===== src/rtl/mult_div_seq.sv =====
// Multi-cycle multiply/divide unit: iterative shift-add multiply and restoring
// divide, signed or unsigned, with a start/busy/done handshake.
module mult_div_seq #(
  parameter int WIDTH = 16
) (
  input  logic             clk,
  input  logic             reset,
  input  logic             start,
  input  logic [1:0]       op,
  input  logic [WIDTH-1:0] a,
  input  logic [WIDTH-1:0] b,
  output logic             busy,
  output logic             done,
  output logic [WIDTH-1:0] result_lo,
  output logic [WIDTH-1:0] result_hi,
  output logic             div_by_zero,
  output logic [1:0]       state_dbg
);

  // Handshake: start is sampled only while busy=0 (state IDLE); busy is high
  // from the edge that accepts start until the edge that raises done; done is a
  // one-cycle pulse and results/div_by_zero are valid from that cycle on.

  localparam int CW = $clog2(WIDTH) + 1;

  typedef enum logic [1:0] {IDLE, PREP, RUN, FIX} state_t;

  state_t state, state_nxt;

  logic [1:0]         op_q;
  logic [WIDTH-1:0]   a_q, b_q, mag_b;
  logic [2*WIDTH-1:0] acc;
  logic [CW-1:0]      cnt;
  logic               neg_res, neg_rem, dz_q;

  logic               is_div, is_signed, a_neg, b_neg, b_zero, last;
  logic [WIDTH-1:0]   abs_a, abs_b;
  logic [WIDTH:0]     sum, partial, trial;
  logic               ge;
  logic [2*WIDTH-1:0] mul_next, div_next, prod;
  logic [WIDTH-1:0]   quo_f, rem_f;

  assign is_div    = op_q[1];
  assign is_signed = op_q[0];
  assign a_neg     = is_signed & a_q[WIDTH-1];
  assign b_neg     = is_signed & b_q[WIDTH-1];
  assign abs_a     = a_neg ? -a_q : a_q;
  assign abs_b     = b_neg ? -b_q : b_q;
  assign b_zero    = (b_q == '0);
  assign last      = (cnt == CW'(WIDTH - 1));

  // Multiply step: multiplier sits in the low half and drains out to the right.
  assign sum      = {1'b0, acc[2*WIDTH-1:WIDTH]} + {1'b0, mag_b};
  assign mul_next = acc[0] ? {sum, acc[WIDTH-1:1]} : {1'b0, acc[2*WIDTH-1:1]};

  // Divide step: partial remainder can briefly need WIDTH+1 bits after the shift.
  assign partial  = acc[2*WIDTH-1:WIDTH-1];
  assign trial    = partial - {1'b0, mag_b};
  assign ge       = partial[WIDTH] | ~trial[WIDTH];
  assign div_next = ge ? {trial[WIDTH-1:0], acc[WIDTH-2:0], 1'b1}
                       : {partial[WIDTH-1:0], acc[WIDTH-2:0], 1'b0};

  assign prod  = neg_res ? -acc : acc;
  assign quo_f = neg_res ? -acc[WIDTH-1:0] : acc[WIDTH-1:0];
  assign rem_f = neg_rem ? -acc[2*WIDTH-1:WIDTH] : acc[2*WIDTH-1:WIDTH];

  always_ff @(posedge clk) begin
    if (reset) state <= IDLE;
    else       state <= state_nxt;
  end

  always_comb begin
    state_nxt = state;
    case (state)
      IDLE:    if (start) state_nxt = PREP;
      PREP:    state_nxt = (is_div && b_zero) ? FIX : RUN;
      RUN:     if (last) state_nxt = FIX;
      FIX:     state_nxt = IDLE;
      default: state_nxt = IDLE;
    endcase
  end

  always_ff @(posedge clk) begin
    if (reset) begin
      op_q        <= '0;
      a_q         <= '0;
      b_q         <= '0;
      mag_b       <= '0;
      acc         <= '0;
      cnt         <= '0;
      neg_res     <= 1'b0;
      neg_rem     <= 1'b0;
      dz_q        <= 1'b0;
      done        <= 1'b0;
      result_lo   <= '0;
      result_hi   <= '0;
      div_by_zero <= 1'b0;
    end else begin
      done <= 1'b0;
      case (state)
        IDLE: begin
          if (start) begin
            op_q <= op;
            a_q  <= a;
            b_q  <= b;
          end
        end
        PREP: begin
          neg_res <= a_neg ^ b_neg;
          neg_rem <= a_neg;
          mag_b   <= abs_b;
          acc     <= {{WIDTH{1'b0}}, abs_a};
          cnt     <= '0;
          dz_q    <= is_div & b_zero;
        end
        RUN: begin
          acc <= is_div ? div_next : mul_next;
          cnt <= cnt + 1'b1;
        end
        FIX: begin
          done        <= 1'b1;
          div_by_zero <= dz_q;
          if (dz_q) begin
            result_lo <= '1;
            result_hi <= a_q;
          end else if (is_div) begin
            result_lo <= quo_f;
            result_hi <= rem_f;
          end else begin
            result_lo <= prod[WIDTH-1:0];
            result_hi <= prod[2*WIDTH-1:WIDTH];
          end
        end
        default: ;
      endcase
    end
  end

  assign busy      = (state != IDLE);
  assign state_dbg = state;

endmodule

===== config.mk =====
export PLATFORM = sky130hd
export DESIGN_NAME = mult_div_seq
export DESIGN_NICKNAME = d
export VERILOG_FILES = /design/src/rtl/mult_div_seq.sv
export SDC_FILE = /design/constraint.sdc
export NUM_CORES = 1
export LEC_CHECK = 0
export ABC_AREA = 0
export BUFFER_PORTS_ARGS = -buffer_cell sky130_fd_sc_hd__buf_4
export CORE_ASPECT_RATIO = 1.5
export CORE_MARGIN = 2
export CORE_UTILIZATION = 61
export DETAILED_ROUTE_END_ITERATION = 8
export HOLD_SLACK_MARGIN = 0.06
export PLACE_DENSITY = 0.81
export REMOVE_ABC_BUFFERS = 1
export SYNTH_ARGS = -nofsm -noshare
export SYNTH_HDL_FRONTEND = slang
export SYNTH_SLANG_ARGS = --single-unit

===== constraint.sdc =====
create_clock -name clk -period 3.5 [get_ports clk]
set_clock_uncertainty 0.2 [all_clocks]
set_input_delay 0.35 -clock clk [delete_from_list [all_inputs] [get_ports clk]]
set_output_delay 0.35 -clock clk [all_outputs]
set_load 0.005 [all_outputs]

==> impl_results.md, run 1 <==
* Status: finished, final reports clean
* Share of layout cells above drive strength 1 at 13.4%
* Later-pin clock latency in the skew report at 0.43 ns
* Starting Density at 62.4%
* Synthesis-stage register bit count at 126
* Cts bufs inserted at 17
* Final setup violation count at 0
* Worst relative slew slack at 54.2%
* FFs w/ async S/R, synth at 0%
* Count leader, synth: nand2_1
* CTS Buffer Depth at 2
* Synth warn at 0
* Unique masters post-synth at 73
* Largest cells by area after synthesis: dfxtp_1 30%, a21oi_1 6.8%, nand2_1 6.5%
* RSZ-0062 raised after global routing: no
* Post-synth top area share at 29.9%
* Crit Path Category: reg2reg
* Pwr per Cell Area at 755 nW/um2
* Syn-to-layout area delta at 19.5%
* Hold Crit Class: in2reg
* Sw Share at 44.4%
* Via density at 6.38
* Max-cap violations at 0
* Synthesized area per cell at 7.62 um2
* WL/cell at 19.8 um
* Critical path's largest stage delay at 0.62 ns
* Leak pwr at 4.06 nW
* Crit path to: acc[28]$_SDFFE_PP0P_
* Register-to-Register Path Depth at 9
* Clock share of power at 23.3%
* Critical Path RT at 3.63 ns
* Slowest cell on crit path: a2111oi_0
* # port buffers at 73
* Max FO, Critical Path at 13
* Number of synthesized flops with an enable pin at 0
* Cell Rows at 52
* Final TNS setup at 0 ns
* Critical Path Source Type: register
* Total track usage at 36.3%
* Worst R2R Start: mag_b[7]$_SDFFE_PP0N_
* Cells after DPL at 1302
* Drt first-iter violations at 624
* CP endpoint kind: register
* Clk root buf: clkbuf_16
* P_int at 0.00424 W
* Die W at 100 um
* Vias at 8729
* CTS tree: done
* Synth cell count leaders: 147 x nand2_1, 126 x dfxtp_1, 115 x a21oi_1, 100 x nor2_1, 62 x clkbuf_1
* Crit-path cells: inv_1 > ha_1 > a2111oi_0 > a311oi_2 > o2111ai_1 > buf_4 > nand2_1 > a31o_2 > a211oi_1
* Hold_ws at 0.0814 ns
* CTS H-tree depth at 4
* Final GP Congestion at 1.07
* Die H at 148 um
* Main flop type after synthesis: dfxtp_1
* Ant. Diodes at 0
* Highest Clock Rate at 309 MHz
* Worst reg2reg setup slack at 0.26 ns
* Final Max Tran Viols at 0
* First-pass iteration count of the detailed router at 5
* Largest net degree at the start of global routing at 54
* Routed Antenna Nets at 0
* Final nets at 1275
* TritonCTS Sinks at 126
* Final WL at 27.1 mm
* Part of the Yosys area used for sequential elements at 29.9%
* Die ar. at 14800 um2
* Overflow left after global routing at 0
* Clk pin slew, worst setup/hold paths at 0.06 ns
* Worst Setup SP: mag_b[7]$_SDFFE_PP0N_
* Final Cell Area at 10100 um2
* Hpwl dp at 19.2 mm
* Mapped Area at 8440 um2
* Final Hold Viols at 0
* Placeable Area at 13500 um2
* Yosys top cell by area: dfxtp_1
* Ports at 74
* Worst Path Arrival at 3.37 ns
* Post-Syn Instances at 1107
* Fill count at 1044
* Period utilization at 92.5%
* Vias in the first global route at 8515
* DRC at 0
* Worst flop-to-flop path endpoint: acc[28]$_SDFFE_PP0P_
* Post-layout util at 74.6%
* Placed cell area at 9170 um2
* Net load switching power at 0.00338 W
* Worst slew pin tran at 0.686 ns
* Initial antenna violation count at 0
* Non-filler instance count after layout at 1368
* Comb power frac at 49.3%
* Tmin final at 3.24 ns
* First-pass GRT wire length at 42.4 mm
* Peak VDD IR at 407 uV
* Flop pwr share at 27.3%
## timing repair
item,4_1_cts,5_1_grt
setup endpoints to repair,0,0
buffers inserted,0,0
hold buffers,34,0
gates resized for setup,0,0
endpoints found under the hold margin,34,0
## layer usage
metal | track usage [%] | vias up | wire [um]
li1 | - | 4156 | -
met1 | 37.9 | 4028 | 9540
met2 | 62.4 | 407 | 13400
met3 | 6.02 | 138 | 1600
met4 | 31.2 | 0 | 2490
met5 | 0 | - | 0
## sequential cells by signal, indices dropped and copies added (netlist names), 2 cells and up
name	flops
state_dbg	2
a_q	16
result_hi	16
result_lo	16
op_q	2
mag_b	16
acc	32
cnt	5
b_q	16
## logic make-up (layout without fill, tap and decap cells)
family / after synthesis / after routing / share of synthesized area (%)
flip-flops: 126 / 126 / 29.9
adder cells (fa/ha/maj): 45 / 45 / 6.85
XOR/XNOR: 69 / 69 / 7.16
buffers and inverters: 119 / 218 / 5.44
AO/OA/AOI/OAI: 342 / 342 / 26.3
AND/OR/NAND/NOR: 377 / 377 / 20.9
multiplexers: 29 / 29 / 3.50
## power by group through the flow
stage,logic (W),registers (W),clock network [W]
floorplan,0.00249,0.00200,0
global placement,0.00357,0.00208,0
detailed placement,0.00362,0.00209,0
CTS,0.00368,0.00206,0.00177
global route,0.00406,0.00210,0.00184
finish,0.00376,0.00208,0.00178
## metrics by stage
step,worst slack (ns),total power (W)
after CTS,0.270,0.00751
after global routing,0.0388,0.00800
final,0.262,0.00762
after global placement,0.437,0.00566
after detailed placement,0.288,0.00571
after floorplan,0.215,0.00449
## worst max-delay path, delay by kind of cell (launching register included)
kind / cells / cell delay [ns]
AOI/OAI and AO/OA: 5 / 1.69
adders and majority gates: 1 / 0.36
buffers and inverters: 2 / 0.32
DFF: 1 / 0.36
and+or+nand+nor: 1 / 0.20
## how the worst min path moves through the flow
stage	startpoint	to	slack, ns	cells after the start
floorplan	reset	a_q[0]$_SDFFE_PP0P_	0.22	1
global placement	result_hi[3]$_SDFFE_PP0P_	result_hi[3]$_SDFFE_PP0P_	0.26	2
detailed placement	result_hi[3]$_SDFFE_PP0P_	result_hi[3]$_SDFFE_PP0P_	0.27	2
CTS	reset	acc[13]$_SDFFE_PP0P_	0.07	2
global route	reset	acc[13]$_SDFFE_PP0P_	0.07	2
finish	reset	acc[13]$_SDFFE_PP0P_	0.08	2
## final cells by class
class / count / area [um2] / area share [%]
repair buffers: 139 / 1140 / 11.3
well taps: 162 / 203 / 2.01
multi-input cells: 862 / 5460 / 54.1
clock inverters: 14 / 145 / 1.44
clock buffers: 18 / 439 / 4.35
flip-flops and latches: 126 / 2520 / 25.0
inverters: 47 / 176 / 1.75
## layout by cell type (no fill, tap or decap), types with 5 or more instances in the layout
master / count
nand2_1: 147
dfxtp_1: 125
a21oi_1: 115
buf_4: 104
nor2_1: 99
o21ai_0: 51
xnor2_1: 48
inv_1: 44
ha_1: 43
dlygate4sd3_1: 34
a211oi_1: 27
mux2i_1: 25
xor2_1: 21
nor3_1: 21
nand3_1: 19
o22ai_1: 19
o211ai_1: 18
clkbuf_16: 17
nand2b_1: 16
or3_1: 13
o21a_1: 13
a31oi_1: 13
a21o_1: 12
o31ai_1: 11
and3_1: 9
a311oi_1: 9
o41ai_1: 8
nor2b_1: 7
inv_6: 7
or4_1: 6
nor4_1: 6
or2_2: 5
nand4_1: 5
Power figures use the tool's default switching activity.
==> run 2, diff against run 1 <==
- CORE_UTILIZATION: 61 -> 66
- PLACE_DENSITY: 0.81 -> 0.87
- clock period: 3.5 -> 4 ns (I/O delays scaled with it)
==> impl_results.md, run 2 (synthesized netlist as in run 1, its figures left out) <==
* Period utilization at 86.1%
* Leak pwr at 3.99 nW
* Max-cap violations at 0
* Final Cell Area at 9960 um2
* CTS tree: done
* # port buffers at 73
* Fill count at 851
* Final nets at 1259
* Tmin final at 3.44 ns
* Commonest cells after routing, fill and taps aside: 147 x nand2_1, 125 x dfxtp_1, 115 x a21oi_1
* Hpwl dp at 17.9 mm
* Crit Path Category: reg2reg
* Initial antenna violation count at 0
* DRC at 0
* Ant. Diodes at 0
* Cts bufs inserted at 17
* Final TNS setup at 0 ns
* First-pass GRT wire length at 42.8 mm
* Later-pin clock latency in the skew report at 0.42 ns
* Drt first-iter violations at 684
* Final Hold Viols at 0
* RSZ-0062 raised after global routing: no
* Highest Clock Rate at 290 MHz
* Max FO, Critical Path at 13
* Largest net degree at the start of global routing at 67
* Hold Crit Class: in2reg
* Cell Rows at 50
* Via density at 6.59
* Worst relative slew slack at 19.6%
* First-pass iteration count of the detailed router at 8
* Worst Path Arrival at 3.54 ns
* Crit-path cells: inv_1 > ha_1 > fa_1 > nor2b_1 > o2111ai_1 > a311oi_2 > o2111ai_1 > buf_4 > nand2_1 > mux2i_1 > o21ai_0
* Share of layout cells above drive strength 1 at 12.4%
* Critical Path Source Type: register
* Die ar. at 13700 um2
* Die H at 143 um
* Worst Setup SP: acc[15]$_SDFFE_PP0P_
* Clk root buf: clkbuf_16
* Pre-CTS setup slack at 0.668 ns
* Starting Density at 67.5%
* Post-CTS setup buffer count at 0
* Clk pin slew, worst setup/hold paths at 0.06 ns
* Status: finished, final reports clean
* Total track usage at 40.3%
* Final WL at 27.0 mm
* TritonCTS Sinks at 126
* Syn-to-layout area delta at 18.0%
* Pwr per Cell Area at 670 nW/um2
* Final GP Congestion at 1.01
* Placed cell area at 9050 um2
* CTS Buffer Depth at 2
* Final setup violation count at 0
* Most used cell, CP: o2111ai_1
* Fin worst setup slack at 0.556 ns
* Biggest register: acc
* Commonest non-fill, non-tap cell in the layout: nand2_1
* CTS H-tree depth at 4
* Critical Path RT at 4.09 ns
* Max reg flops at 32
* Slowest cell on crit path: dfxtp_1
* Worst slew pin tran at 1.20 ns
* Peak VDD IR at 458 uV
* Placeable Area at 12500 um2
* Overflow left after global routing at 0
* Ports at 74
* CTS-repair resized insts at 0
* WL/cell at 20.1 um
* Final Max Tran Viols at 0
* Worst R2R Start: acc[15]$_SDFFE_PP0P_
* CTS Hold Bufs at 31
* Die W at 96.3 um
* Vias at 8870
* HP Start: a[5]
* Vias in the first global route at 8483
* Routed Antenna Nets at 0
* Critical path's largest stage delay at 0.49 ns
* CP endpoint kind: register
[run 2: layout make-up]
cell class              instances  area, um2  area share [%]
multi-input cells             862       5460            54.8
inverters                      47        176            1.77
clock inverters                14        180            1.81
flip-flops and latches        126       2520            25.3
repair buffers                123       1000            10.0
well taps                     156        195            1.96
clock buffers                  17        425            4.27
[run 2: report_power, final]
group | switching [W] | total, W | internal [W]
clock | 0.000617 | 0.00161 | 0.000989
sequential | 0.000346 | 0.00183 | 0.00148
combinational | 0.00197 | 0.00324 | 0.00127
[run 2: metrics by stage]
step                      util (%)  std cells  hold WS [ns]  power (W)
final                         79.6       1345        0.0626    0.00668
after global routing          79.6       1345        0.0767    0.00703
after global placement        72.3       1283         0.256    0.00483
after CTS                     79.6       1345        0.0624    0.00652
after floorplan                  -       1035         0.249    0.00393
after detailed placement      72.3       1283         0.272    0.00488
[run 2: path summary, 6_finish.rpt]
check                                             endpoint  slack (ns)  depth (start not counted)
worst max-delay path                  acc[20]$_SDFFE_PP0P_        0.56                         11
worst min-delay path                   a_q[5]$_SDFFE_PP0P_        0.06                          3
worst max register to register        acc[20]$_SDFFE_PP0P_        0.56                         11
worst min register to register  result_hi[12]$_SDFFE_PP0P_        0.30                          2
[run 2: routing by layer]
metal  up-vias  wire (um)  GRT usage (%)
met5         -          0              0
met4         0       2260           28.6
met3       173       2020           9.22
met2       480      13200           67.0
met1      4092       9520           44.1
li1       4125          -              -
[run 2: worst max-delay path, delay by kind of cell (launching register included)]
family | cells | cell delay, ns
DFF | 1 | 0.49
adders and majority gates | 2 | 0.63
AOI/OAI and AO/OA | 4 | 0.98
muxes | 1 | 0.24
and+or+nand+nor | 2 | 0.42
buffers and inverters | 2 | 0.34
